File: config.mk
export PLATFORM = sky130hd
export DESIGN_NAME = iir_sample_sequencer
export DESIGN_NICKNAME = d
export VERILOG_FILES = /design/src/rtl/iir_sample_sequencer.sv
export SDC_FILE = /design/constraint.sdc
export NUM_CORES = 2
export LEC_CHECK = 0
export BUFFER_PORTS_ARGS = -buffer_cell sky130_fd_sc_hd__buf_2
export CORE_AREA = 2 2 483 485
export DETAILED_ROUTE_END_ITERATION = 12
export DIE_AREA = 0 0 485 487
export PLACE_DENSITY_LB_ADDON = 0.08
export SLEW_MARGIN = 20
export SYNTH_ARGS = -nofsm -noshare
export SYNTH_HDL_FRONTEND = slang
export SYNTH_SLANG_ARGS = --single-unit
File: constraint.sdc
create_clock -name clk_i -period 9.6 [get_ports clk_i]
set_clock_uncertainty 0.1 [all_clocks]
set_input_delay 0 -clock clk_i [delete_from_list [all_inputs] [get_ports clk_i]]
set_output_delay 0 -clock clk_i [all_outputs]
set_load 0.03 [all_outputs]
File: src/rtl/iir_sample_sequencer.sv
`default_nettype none
// ============================================================================
// Module      : iir_sample_sequencer
// Description : Block sequencer between the IIR register file and the filter
//               datapath. Buffers one block of input samples, clears the
//               filter, streams the samples out over valid/ready, captures
//               the filtered results and raises sticky done/error flags.
// Revision    : 1.0 - initial release
// ============================================================================
module iir_sample_sequencer #(
  parameter int DW      = 32,
  parameter int DEPTH   = 32,
  parameter int IW      = 5,
  parameter int TIMEOUT = 1024
) (
  input  logic          clk_i,
  input  logic          rst_i,
  // register-file side
  input  logic          wr_en_i,
  input  logic [IW-1:0] wr_idx_i,
  input  logic [DW-1:0] wr_data_i,
  input  logic [IW-1:0] rd_idx_i,
  output logic [DW-1:0] rd_data_o,
  input  logic          start_i,
  output logic          busy_o,
  output logic          done_o,
  output logic          err_o,
  // datapath side
  output logic          core_clear_o,
  output logic          x_valid_o,
  input  logic          x_ready_i,
  output logic [DW-1:0] x_data_o,
  input  logic          y_valid_i,
  input  logic [DW-1:0] y_data_i
);

  localparam int TW = $clog2(TIMEOUT + 1);

  localparam logic [IW:0]   c_CNT_FULL = (IW+1)'(DEPTH);
  localparam logic [IW:0]   c_CNT_LAST = (IW+1)'(DEPTH - 1);
  localparam logic [IW:0]   c_CNT_ONE  = (IW+1)'(1);
  localparam logic [TW-1:0] c_TMO_LAST = TW'(TIMEOUT - 1);
  localparam logic [TW-1:0] c_TMO_ONE  = TW'(1);

  typedef enum logic [2:0] {
    S_IDLE   = 3'd0,
    S_CLEAR  = 3'd1,
    S_STREAM = 3'd2,
    S_DRAIN  = 3'd3,
    S_DONE   = 3'd4
  } state_t;

  state_t        state_q, state_d;
  logic          start_q;
  logic [IW:0]   in_cnt_q, in_cnt_d;
  logic [IW:0]   out_cnt_q, out_cnt_d;
  logic [TW-1:0] tmo_q, tmo_d;
  logic          done_q, done_d;
  logic          err_q, err_d;
  logic [DW-1:0] rd_data_q;

  logic [DW-1:0] inbuf_q  [DEPTH];
  logic [DW-1:0] outbuf_q [DEPTH];

  logic start_edge;
  logic active;
  logic x_hs;
  logic x_last;
  logic y_cap;
  logic out_full;

  assign start_edge = start_i & ~start_q;
  assign active     = (state_q == S_STREAM) || (state_q == S_DRAIN);
  assign x_hs       = (state_q == S_STREAM) && x_ready_i;
  assign x_last     = x_hs && (in_cnt_q == c_CNT_LAST);
  // results past the end of the block are dropped
  assign y_cap      = active && y_valid_i && (out_cnt_q != c_CNT_FULL);
  // result buffer is (or becomes this cycle) completely filled
  assign out_full   = (out_cnt_q == c_CNT_FULL) ||
                      (y_cap && (out_cnt_q == c_CNT_LAST));

  assign busy_o       = (state_q == S_CLEAR) || active;
  assign done_o       = done_q;
  assign err_o        = err_q;
  assign core_clear_o = (state_q == S_CLEAR);
  assign x_valid_o    = (state_q == S_STREAM);
  // the counter only advances on a handshake, so the sample holds while stalled
  assign x_data_o     = inbuf_q[in_cnt_q[IW-1:0]];
  assign rd_data_o    = rd_data_q;

  // Control state register with synchronous reset
  always_ff @(posedge clk_i) begin
    if (rst_i) begin
      state_q   <= S_IDLE;
      start_q   <= 1'b0;
      in_cnt_q  <= '0;
      out_cnt_q <= '0;
      tmo_q     <= '0;
      done_q    <= 1'b0;
      err_q     <= 1'b0;
    end else begin
      state_q   <= state_d;
      start_q   <= start_i;
      in_cnt_q  <= in_cnt_d;
      out_cnt_q <= out_cnt_d;
      tmo_q     <= tmo_d;
      done_q    <= done_d;
      err_q     <= err_d;
    end
  end

  // Next-state logic: sequencing, counters, timeout and sticky flags
  always_comb begin
    state_d   = state_q;
    in_cnt_d  = in_cnt_q;
    out_cnt_d = out_cnt_q;
    tmo_d     = tmo_q;
    done_d    = done_q;
    err_d     = err_q;
    case (state_q)
      S_IDLE, S_DONE: begin
        if (start_edge) begin
          state_d   = S_CLEAR;
          in_cnt_d  = '0;
          out_cnt_d = '0;
          tmo_d     = '0;
          done_d    = 1'b0;
          err_d     = 1'b0;
        end
      end
      S_CLEAR: begin
        state_d = S_STREAM;
      end
      S_STREAM, S_DRAIN: begin
        if (x_hs)  in_cnt_d  = in_cnt_q + c_CNT_ONE;
        if (y_cap) out_cnt_d = out_cnt_q + c_CNT_ONE;
        tmo_d = y_valid_i ? '0 : (tmo_q + c_TMO_ONE);
        if (x_last) state_d = S_DRAIN;
        // completion needs every sample sent and every result captured
        if (((state_q == S_DRAIN) || x_last) && out_full) begin
          state_d = S_DONE;
          done_d  = 1'b1;
        end else if (!y_valid_i && (tmo_q == c_TMO_LAST)) begin
          state_d = S_DONE;
          done_d  = 1'b1;
          err_d   = 1'b1;
        end
      end
      default: begin
        state_d = S_IDLE;
      end
    endcase
  end

  // Input buffer: writable by software only while no block is running
  always_ff @(posedge clk_i) begin
    if (wr_en_i && !busy_o) begin
      inbuf_q[wr_idx_i] <= wr_data_i;
    end
  end

  // Result buffer: capture datapath output in arrival order
  always_ff @(posedge clk_i) begin
    if (!rst_i && y_cap) begin
      outbuf_q[out_cnt_q[IW-1:0]] <= y_data_i;
    end
  end

  // Registered result readback; same-cycle write shows old data
  always_ff @(posedge clk_i) begin
    if (rst_i) begin
      rd_data_q <= '0;
    end else begin
      rd_data_q <= outbuf_q[rd_idx_i];
    end
  end

endmodule
`default_nettype wire

== Yosys cells after proc, flatten, opt, wreduce, memory -nomap -nowiden ==
Memory sizes are Yosys's and may differ from the RTL's. A register that Yosys moved wholly into a read port is not among the register bits.
Cells that the tools add are included.

* Bits in writable memories: 2048
* Register bits after elaboration: 29
* Input bits: 80
* Bits in latches: 0
* Output and inout port bits: 69
* Bits in read-only memories: 0
* Logic and storage cells: 81
* Memories: 2

* Add/sub/neg operators: 3
* Magnitude comparators: 0
* Reduce and logical (&&, ||, !) cells: 26
* Mux-type cells: 25
* $mul: 0
* Bitwise operators: 2
* Divide/modulo/power cells: 0
* Eq/ne operators: 16
* Shifts and indexed selects: 0

{| class="wikitable"
|+ Memory list
! name !! words !! width !! read ports !! clocked after memory_dff !! wr ports !! RTL line !! RTL
|-
| inbuf_q || 32 || 32 || 1 || 1 || 1 || 62 || <nowiki>logic [DW-1:0] inbuf_q [DEPTH];</nowiki>
|-
| outbuf_q || 32 || 32 || 1 || 1 || 1 || 63 || <nowiki>logic [DW-1:0] outbuf_q [DEPTH];</nowiki>
|}

{| class="wikitable"
|+ Operator list
! kind !! count
|-
| $pmux W6 S2 || 2
|-
| $mux W11 || 2
|-
| $pmux W11 S2 || 1
|-
| $mux W6 || 3
|-
| $add A6 B1 Y6 const B || 2
|-
| $eq A6 B5 Y1 const B || 2
|-
| $mux W3 || 4
|-
| $add A11 B1 Y11 const B || 1
|-
| $eq A11 B10 Y1 const B || 1
|-
| $mux W5 || 2
|-
| $ne A2 B2 Y1 const B || 5
|-
| $logic_and A1 B1 Y1 || 9
|-
| $pmux W3 S3 || 1
|-
| $reduce_and A3 Y1 || 3
|-
| $mux W1 || 8
|-
| $eq A3 B2 Y1 const B || 2
|-
| $eq A6 B6 Y1 const B || 1
|-
| $ne A6 B6 Y1 const B || 1
|-
| $logic_or A1 B1 Y1 || 4
|-
| $ne A4 B4 Y1 const B || 1
|-
| $pmux W1 S2 || 2
|-
| $reduce_and A2 Y1 || 2
|-
| $reduce_and A4 Y1 || 1
|-
| $reduce_or A2 Y1 || 2
|-
| other kinds (8) || 10
|}

== Longest topological paths before layout ==
* Depth after elaboration: 9
* Gate-level depth with buffers: 9
* Gate-level depth less buffers: 7

== Least setup slack after synthesis ==
No wires, ideal clock.

* Path kind: register to register
* From: register out_cnt_q[3]
* To: memory outbuf_q[31][0] (enable)
* Period minus slack after synthesis: 4995 ps
* Stages on the path, launching flop included: 6
* Library setup time: 513 ps
* Buffers on the path: 2
* Arrival time: 4382 ps
* Setup slack: 4605 ps
* Required time: 8987 ps
* Path through: dfxtp_1 > buf_2 > or3_1 > clkbuf_1 > o211ai_2 > nor4b_1

* Longest elaborated chain between the ends: 5

{| class="wikitable"
|+ RTL lines
! element !! RTL line !! RTL
|-
| start, declared || 56 || <nowiki>logic [IW:0] out_cnt_q, out_cnt_d;</nowiki>
|-
| start signal, assigned || 105 || <nowiki>out_cnt_q <= out_cnt_d;</nowiki>
|-
| $ne A6 B6 Y1 || 77 || <nowiki>assign y_cap = active && y_valid_i && (out_cnt_q != c_CNT_FULL);</nowiki>
|-
| $logic_and A1 B1 Y1 || 77 ||
|-
| $logic_and A1 B1 Y1 || 164 || <nowiki>if (!rst_i && y_cap) begin</nowiki>
|-
| $mux W1 || 164 ||
|-
| $mux W1 (not written as such) || 165 || <nowiki>outbuf_q[out_cnt_q[IW-1:0]] <= y_data_i;</nowiki>
|-
| end, declared || 63 ||
|}

Parallel ways exist; a longest one is shown, timed or not.

==> flow_summary.yaml <==
die:
  ios: 149
  die_x_um: 485
  die_area_mm2: 0.236
  die_y_um: 487
  initial_utilization: 0.348
  rows: 177
  coreArea_mm2: 0.231
yosys:
  synth_fp_nets: 3741
  syn_inst: 3655
  synth_edf_count: 2048
  synth-seq-cells: 2114
  ys_seq_area_frac: 0.781
  synthArstFlopShare: 0
  synth_area_mm2: 0.0805
  yosys_warnings: 0
  yosysUniqueCellTypes: 60
  postSynthAreaPerCell_um2: 22.0
  ys.flop_type: "edfxtp_1"
power:
  p_leak_nw: 28.8
  powerDensity_mw_per_mm2: 212
  peakVddDrop_uv: 166
clocking:
  clockRootBuffer: "clkbuf_16"
  cts_tree: "built"
  cts_hold_buffers: 84
  ctsLongestPathBuffers: 3
  numClockSinks: 2114
  clk-insertion-delay-late_ps: 850
  h-tree-depth: 4
  cts_buffers: 223
  cts-resized-gates: 0
  clk_pin_slew_ps: 60
  post-cts-setup-buffers: 0
grt:
  grt_pass1_wl_um: 315000
  grt_max_degree: 119
  overflow: 0
  grt_usage: 0.189
  grt_pass1_vias: 40039
  grt_antenna_before_repair: 19
sta:
  drv_slew: 0
  tightest_slew_ps: 1120
  period_share: 0.501
  grt_setup_unrepaired: "no"
  final-setup-viol-count: 0
  tns_ps: 0
  final.min_clock_period_ps: 4810
  hold_violations: 0
  slew_headroom: 0.253
  max_freq_ghz: 0.208
final_layout:
  drive_above_1_share: 0.302
  layout.nets: 4088
  final_area_mm2: 0.0936
  area_growth_pct: 16.3
  fin_util: 0.404
setup_path:
  r2r_start: "out_cnt_q[2]$_SDFFE_PP0P_"
  critical_path_class: "flop to output port"
  r2r_slack_ps: 5540
  cp-start-kind: "flop"
  crit_path_end_kind: "output port"
  required_ps: 9500
  regToRegEndpoint: "outbuf_q[5][11]$_DFFE_PP_"
  slowest_stage: "dfxtp_4"
  cp_cell_sequence: "buf_12 -> buf_4 -> mux4_2 -> mux2_2 -> a21oi_1 -> a31oi_1 -> buf_2"
  cp_max_fo: 71
  cpPeakStageDelay_ps: 860
  worst-endpoint-arrival_ps: 4710
  r2r_cells: 6
route:
  wl_per_cell_um: 30.9
  vias: 38054
  wirelength_um: 224000
  drt_iter0_drc: 3325
  postRouteAntennaNets: 0
  drc: 0
  viasPerCell: 5.25
  dr.pass1.iters: 7
place:
  place_area_mm2: 0.0856
  portBuffers: 148
  hpwl_um: 125000
  gp_congestion: 0.729
worst_hold_path:
  hold_end: "rd_data_o[0]$_SDFF_PP0_"
  hp-start: "rd_idx_i[1]"
  hold_depth: 4
  hp-class: "input port to flop"
job:
  cap_violations: 0
status:
  outcome: "completed"
[metal layers]
layer | GRT usage | share of wire
met1 | 0.247 | 0.43
met5 | 0 | 0
met3 | 0.0268 | 0.038
met4 | 0.0452 | 0.021
met2 | 0.331 | 0.52
[worst max path at each step]
stage	cells past startpoint	slack [ps]	start	endpoint
after floorplan	5	4600	out_cnt_q[3]$_SDFFE_PP0P_	outbuf_q[31][0]$_DFFE_PP_
after global placement	7	5550	flop	x_data_o[23]
after detailed placement	6	5540	out_cnt_q[2]$_SDFFE_PP0P_	outbuf_q[5][12]$_DFFE_PP_
after CTS	7	4630	flop	x_data_o[23]
after global routing	7	4440	flop	x_data_o[22]
final	7	4790	flop	x_data_o[22]
[placed cells by master, fill, tap and decap left out, drive strengths merged, types with 6 or more instances in the layout]
| cell type | netlist | routed |
|---|---|---|
| a211o | 27 | 27 |
| a21oi | 107 | 107 |
| a221o | 37 | 37 |
| a221oi | 32 | 32 |
| a31oi | 33 | 33 |
| buf | 107 | 247 |
| bufinv | 0 | 19 |
| clkbuf | 103 | 278 |
| clkinv | 0 | 111 |
| clkinvlp | 0 | 6 |
| dfxtp | 66 | 66 |
| diode | 0 | 11 |
| dlygate4sd3 | 0 | 84 |
| edfxtp | 2048 | 2048 |
| ha | 6 | 6 |
| inv | 7 | 10 |
| mux2 | 129 | 129 |
| mux2i | 133 | 133 |
| mux4 | 448 | 448 |
| nand2 | 27 | 27 |
| nand3 | 11 | 11 |
| nand3b | 8 | 8 |
| nand4 | 6 | 6 |
| nor2 | 124 | 124 |
| o211ai | 34 | 34 |
| o22ai | 59 | 59 |
| or2 | 34 | 34 |
| xor2 | 9 | 9 |
[cells in the mapped netlist, types with 17 or more instances]
cell,instances,share of area
nand2_1,27,0.0013
o22ai_1,59,0.0046
buf_2,79,0.0049
mux4_2,448,0.13
mux2_2,129,0.018
edfxtp_1,2048,0.76
clkbuf_1,102,0.0048
buf_1,17,0.00079
a21oi_1,107,0.0067
dfxtp_1,66,0.016
a211o_1,27,0.0029
or2_2,34,0.0026
a221o_1,37,0.0046
nor2_1,124,0.0058
mux2i_1,133,0.017
a221oi_1,32,0.0035
a31oi_1,33,0.0026
o211ai_1,33,0.0031
[flip-flops by register name (all words and copies together) (netlist names), named ones only]
| register | cells |
|---|---|
| inbuf_q | 1024 |
| outbuf_q | 1024 |
| err_o | 1 |
| tmo_q | 11 |
| in_cnt_q | 6 |
| done_o | 1 |
| rd_data_o | 32 |
| out_cnt_q | 6 |
| start_q | 1 |
| state_q | 3 |
[stage by stage]
stage                     std cells  total power [mW]  hold WS [ps]  setup slack, ps
after detailed placement       6736              11.6           201             5540
after CTS                      7236              20.1          28.0             4630
after global routing           7244              20.5          93.4             4440
after floorplan                3655              11.0         -1.13             4600
final                          7247              19.8          79.9             4790
after global placement         6725              11.6           177             5550
[layout make-up]
| type | count | area, um^2 |
|---|---|---|
| Tap cell | 3043 | 3810 |
| Timing Repair Buffer | 332 | 2580 |
| Clock inverter | 139 | 1160 |
| Sequential cell | 2114 | 62800 |
| Fill cell | 20414 | 138000 |
| Multi-Input combinational cell | 1324 | 17200 |
| Clock buffer | 277 | 5960 |
| Inverter | 7 | 26.3 |
| Antenna cell | 11 | 27.5 |
[critical path: cells and delay by family (launching register included)]
| kind | cells | cell delay [ps] |
|---|---|---|
| buffers and inverters | 3 | 1550 |
| DFF | 1 | 860 |
| muxes | 2 | 870 |
| AOI/OAI and AO/OA | 2 | 420 |
[cell families after synthesis]
logic type	after synthesis	synth area share
flops	2114	0.781
mux	710	0.160
compound gates	347	0.0299
simple gates	248	0.0150
buf+inv	217	0.0121
xor+xnor	13	0.00142
fa+ha+maj	6	0.000933
[where the power goes]
| part | leakage, nW | internal (mW) | switching [mW] |
|---|---|---|---|
| logic | 6.36 | 0.352 | 0.790 |
| registers | 19.0 | 10.2 | 0.0411 |
| clock network | 3.50 | 4.88 | 3.57 |
| total | 28.8 | 15.4 | 4.40 |
Power figures use the tool's default switching activity.
